File: config.mk
export PLATFORM = sky130hd
export DESIGN_NAME = fetch_unit
export DESIGN_NICKNAME = d
export VERILOG_FILES = /design/src/rtl/fetch_unit.sv
export SDC_FILE = /design/constraint.sdc
export NUM_CORES = 1
export LEC_CHECK = 0
export BUFFER_PORTS_ARGS = -buffer_cell sky130_fd_sc_hd__buf_2
export CELL_PAD_IN_SITES_DETAIL_PLACEMENT = 0
export CELL_PAD_IN_SITES_GLOBAL_PLACEMENT = 1
export CORE_MARGIN = 4
export CORE_UTILIZATION = 24
export DETAILED_ROUTE_END_ITERATION = 6
export PLACE_DENSITY_LB_ADDON = 0.15
export SETUP_SLACK_MARGIN = 0.5
export SYNTH_ARGS = -nofsm -noshare
export SYNTH_HDL_FRONTEND = slang
export SYNTH_SLANG_ARGS = --single-unit
File: constraint.sdc
create_clock -name Clk -period 4.8 [get_ports Clk]
set_input_delay 0.72 -clock Clk [delete_from_list [all_inputs] [get_ports Clk]]
set_output_delay 0.72 -clock Clk [all_outputs]
set_load 0.03 [all_outputs]
File: src/rtl/fetch_unit.sv
// Instruction-fetch stage: owns the PC and drives a variable-latency req/ack
// instruction memory. Optional perf counters are enabled by FETCH_PERF_CNT_EN.
module fetch_unit #(
   parameter logic [31:0] RESET_PC = 32'h0000_0000
) (
   input  logic        Clk,
   input  logic        Reset,
   input  logic        stall,
   input  logic        redirect,
   input  logic [31:0] redirect_pc,
   output logic        imem_req,
   output logic [31:0] imem_addr,
   input  logic        imem_ack,
   input  logic [31:0] imem_rdata,
   output logic [31:0] pc_out,
   output logic [31:0] pc_inc,
   output logic [31:0] instruction,
   output logic        bubble
`ifdef FETCH_PERF_CNT_EN
   ,
   output logic [31:0] perf_fetched,
   output logic [31:0] perf_wait
`endif
);

   typedef enum logic [1:0] {
      ST_REQ     = 2'd0,
      ST_HOLD    = 2'd1,
      ST_DISCARD = 2'd2
   } state_t;

   state_t      state_q;
   logic [31:0] pc_q;
   logic [31:0] hold_instr_q;
   logic [31:0] req_addr_q;

   logic [31:0] pc_plus4_d;
   logic [31:0] redirect_tgt_d;

   assign pc_plus4_d     = pc_q + 32'd4;
   assign redirect_tgt_d = redirect_pc & 32'hFFFF_FFFC;
   assign pc_out         = pc_q;

   // Presentation is combinational so a zero-wait memory sustains one
   // instruction per cycle; bubble cycles always present zeros.
   always_comb begin
      imem_req    = 1'b0;
      imem_addr   = pc_q;
      instruction = 32'd0;
      pc_inc      = 32'd0;
      bubble      = 1'b1;
      if (!Reset) begin
         case (state_q)
            ST_REQ: begin
               imem_req = 1'b1;
               if (imem_ack && !redirect) begin
                  instruction = imem_rdata;
                  pc_inc      = pc_plus4_d;
                  bubble      = 1'b0;
               end
            end
            ST_HOLD: begin
               if (!redirect) begin
                  instruction = hold_instr_q;
                  pc_inc      = pc_plus4_d;
                  bubble      = 1'b0;
               end
            end
            ST_DISCARD: begin
               imem_req  = 1'b1;
               imem_addr = req_addr_q;
            end
            default: begin
               imem_req = 1'b0;
            end
         endcase
      end
   end

   always_ff @(posedge Clk) begin
      if (Reset) begin
         pc_q         <= RESET_PC;
         state_q      <= ST_REQ;
         hold_instr_q <= 32'd0;
         req_addr_q   <= 32'd0;
      end else if (redirect) begin
         pc_q <= redirect_tgt_d;
         // An unanswered request must still be drained before refetching.
         if (state_q == ST_REQ && !imem_ack) begin
            req_addr_q <= pc_q;
            state_q    <= ST_DISCARD;
         end else if (state_q != ST_DISCARD) begin
            state_q <= ST_REQ;
         end
      end else begin
         case (state_q)
            ST_REQ: begin
               if (imem_ack) begin
                  if (stall) begin
                     hold_instr_q <= imem_rdata;
                     state_q      <= ST_HOLD;
                  end else begin
                     pc_q <= pc_plus4_d;
                  end
               end
            end
            ST_HOLD: begin
               if (!stall) begin
                  pc_q    <= pc_plus4_d;
                  state_q <= ST_REQ;
               end
            end
            ST_DISCARD: begin
               if (imem_ack) begin
                  state_q <= ST_REQ;
               end
            end
            default: begin
               state_q <= ST_REQ;
            end
         endcase
      end
   end

`ifdef FETCH_PERF_CNT_EN
   logic fetched_inc_d;
   logic wait_inc_d;

   assign fetched_inc_d = !bubble && !stall && !redirect;
   assign wait_inc_d    = (state_q == ST_REQ && !imem_ack) || (state_q == ST_DISCARD);

   always_ff @(posedge Clk) begin
      if (Reset) begin
         perf_fetched <= 32'd0;
         perf_wait    <= 32'd0;
      end else begin
         if (fetched_inc_d) perf_fetched <= perf_fetched + 32'd1;
         if (wait_inc_d)    perf_wait    <= perf_wait + 32'd1;
      end
   end
`endif

endmodule

==> results.sh <==
export IMPL_p_leak_nw=2.684
export IMPL_fp_dieArea_um2=24570
export IMPL_io_pins=199
export IMPL_antenna_found_initial=0
export IMPL_grt_max_degree=75
export IMPL_crit_fanout=11
export IMPL_cts_tree="built"
export IMPL_cts_buffers=9
export IMPL_grt_pass1_wl_um=30950
export IMPL_netlist_area_um2=5310
export IMPL_maxSlewViolCount=0
export IMPL_arrival_ps=2970
export IMPL_dp_hpwl_um=13650
export IMPL_ys_seq_area_share_pct=35.44
export IMPL_via_count=5451
export IMPL_status="finished, final reports clean"
export IMPL_synth_cell_types=39
export IMPL_rrSetupSlack_ps=2160
export IMPL_crit_type="reg -> out"
export IMPL_setup_violations=0
export IMPL_min_from="req_addr_q[29]$_SDFFE_PP0P_"
export IMPL_dp_cells=1140
export IMPL_postRouteAntennaNets=0
export IMPL_synthFlopType="dfxtp_1"
export IMPL_drv_cap=0
export IMPL_areaGrowthSynthToFinish_pct=25.97
export IMPL_cts_htree_levels=3
export IMPL_hold_path_class="reg -> reg"
export IMPL_start_util_pct=24.33
export IMPL_total_power_mw=1.950
export IMPL_multi_input_area_um2=3084
export IMPL_grt_overflow=0
export IMPL_globalplace_congestion=0.7318
export IMPL_portBuffers=190
export IMPL_rr_endpoint="pc_out[22]$_SDFFE_PP0P_"
export IMPL_syn_inst=731
export IMPL_layout_min_cycle_time_ps=3685
export IMPL_startpoint_type="register"
export IMPL_post_cts_resized=0
export IMPL_diodes=0
export IMPL_rsz0062_at_grt="false"
export IMPL_hold_path_end="req_addr_q[29]$_SDFFE_PP0P_"
export IMPL_powerDensity_nw_per_um2=291.6
export IMPL_finalCritPeriodShare_pct=76.77
export IMPL_die_h_um=156.7
export IMPL_path_clk_slew_ps=70
export IMPL_drc=0
export IMPL_holdPathStages=2
export IMPL_yosysWarnings=0
export IMPL_setup_worst_path_start="pc_out[2]$_SDFFE_PP0P_"
export IMPL_avgSynthCellArea_um2=7.264
export IMPL_r2r_start="pc_out[2]$_SDFFE_PP0P_"
export IMPL_drt_initial_drc_count=290
export IMPL_max_clock_path_buffers=2
export IMPL_ctsHoldBuffers=0
export IMPL_wirelength_um=19860
export IMPL_synth_edf_count=0
export IMPL_synth_async_reset_ratio_pct=0
export IMPL_num_rows=54
export IMPL_fillers=2473
export IMPL_slew_headroom_pct=37.56
export IMPL_crit_path_end_kind="output port"
export IMPL_cp_required_ps=4080
export IMPL_vdd_drop_max_mv=0.1531
export IMPL_nets=941
export IMPL_cts_setup_buffers=0
export IMPL_cts_sinks=94
export IMPL_tns_ps=0
export IMPL_instances_no_fill=1156
export IMPL_fmax_mhz=271.4
export IMPL_globalRouteTotalUtil_pct=15.92
export IMPL_core_um2=21820
export IMPL_wl_per_cell_um=17.18
export IMPL_clock_skew_ps=10.76
export IMPL_via_per_inst=4.715
export IMPL_tightest_slew_ps=935.2
export IMPL_dr_pass1_iters=5
export IMPL_regArea_um2=1882
export IMPL_reg2regPathDepth=6
export IMPL_finalHoldViolations=0
export IMPL_grt_pass1_vias=5316
export IMPL_ys_ff_latch=94
export IMPL_die_w_um=156.7
export IMPL_root_buffer="clkbuf_16"
export IMPL_drive_gt1_share_pct=29.00
export IMPL_clkLatencyLatePin_ps=350
-- worst max-delay path by stage --
stage | end | slack [ps] | cells after the start
after global routing | pc_inc[20] | 830 | 7
after global placement | pc_inc[19] | 1440 | 5
after floorplan | pc_inc[21] | 1540 | 7
after detailed placement | pc_inc[31] | 1430 | 5
final | pc_inc[22] | 1110 | 7
after CTS | pc_inc[22] | 1100 | 7
-- power by group --
| part | internal (mW) | total, mW | leakage (nW) | switching (mW) |
|---|---|---|---|---|
| Clock | 0.368 | 0.709 | 0.131 | 0.341 |
| Sequential | 0.813 | 0.868 | 0.768 | 0.0551 |
| Combinational | 0.121 | 0.373 | 1.78 | 0.252 |
-- synth_stat cells (all sizes together), types with 3 or more instances --
| library cell | number | share of area (%) |
|---|---|---|
| nor4 | 10 | 1.2 |
| nor2 | 92 | 6.5 |
| a22oi | 32 | 4.5 |
| mux2 | 26 | 5.5 |
| and2 | 4 | 0.47 |
| or2 | 3 | 0.35 |
| nand4 | 21 | 2.8 |
| xnor2 | 24 | 4.0 |
| inv | 10 | 0.71 |
| nand3 | 13 | 1.3 |
| nor3 | 12 | 1.1 |
| xor2 | 24 | 4.0 |
| o21bai | 3 | 0.42 |
| dfxtp | 94 | 35 |
| a211oi | 16 | 2.3 |
| o21ai | 12 | 1.1 |
| or3 | 9 | 1.1 |
| a21oi | 74 | 7.0 |
| or4 | 3 | 0.42 |
| buf | 24 | 2.5 |
| nand2 | 152 | 11 |
| clkbuf | 55 | 3.9 |
| a311oi | 5 | 0.82 |
-- kinds of logic (layout without fill, tap and decap cells) --
family / Yosys count / after routing / share of synthesized area, %
other: 1 / 6 / 0.07062
DFF: 94 / 94 / 35.44
adders and majority gates: 1 / 1 / 0.2356
and+or+nand+nor: 326 / 326 / 26.96
buffers and inverters: 89 / 229 / 7.139
xor gates and xnor gates: 48 / 48 / 7.917
muxes: 26 / 26 / 5.514
AOI/OAI and AO/OA: 146 / 146 / 16.73
-- worst max-delay path, stage by stage, from the launching register on --
cell	delay, ps
dfxtp_1	580
ha_1	290
nand3_1	350
nor3_1	720
nand3_1	170
xor2_1	180
nor2_1	110
buf_2	200
-- layer usage --
| metal | routed length (um) | vias up | GRT usage, % |
|---|---|---|---|
| met5 | 0 | - | 0 |
| li1 | - | 2756 | - |
| met1 | 9303 | 2538 | 22.07 |
| met4 | 200 | 0 | 3.388 |
| met3 | 1434 | 14 | 4.535 |
| met2 | 8921 | 143 | 24.71 |
-- state kept, by name, summed over array words and instances, names as in the netlist --
signal and flops:
state_q 2, hold_instr_q 32, pc_out 30, req_addr_q 30
-- final cells by class --
| type | instances | area share, % |
|---|---|---|
| Clock buffer | 10 | 3.573 |
| Clock inverter | 6 | 0.6734 |
| Inverter | 10 | 0.5612 |
| Multi-Input combinational cell | 553 | 46.11 |
| Sequential cell | 94 | 28.13 |
| Tap cell | 280 | 5.238 |
| Timing Repair Buffer | 203 | 15.71 |
-- cells in the final DEF (no fill, tap or decap), types with 5 or more instances in the layout --
master and instances:
a211oi_1 16, or3_1 9, nand2_1 152, a21oi_1 74, xor2_1 24, nor2_1 92
o21ai_0 12, conb_1 6, mux2_2 26, a311oi_1 5, buf_2 189, nor4_1 9
a22oi_1 32, buf_4 14, nor3_1 11, xnor2_1 24, dfxtp_1 94, clkbuf_16 9
nand3_1 12, nand4_1 20, inv_1 9
-- per-stage QoR --
stage	cell area (um^2)	worst slack (ps)	util, %	hold slack (ps)
2_1_floorplan	5329	1543	-	432.9
3_3_place_gp	6405	1442	29.35	442.3
3_5_place_dp	6405	1426	29.35	442.8
4_1_cts	6689	1099	30.65	453.0
5_1_grt	6689	826.5	30.65	474.1
6_report	6689	1115	30.65	450.2
Power figures use the tool's default switching activity.
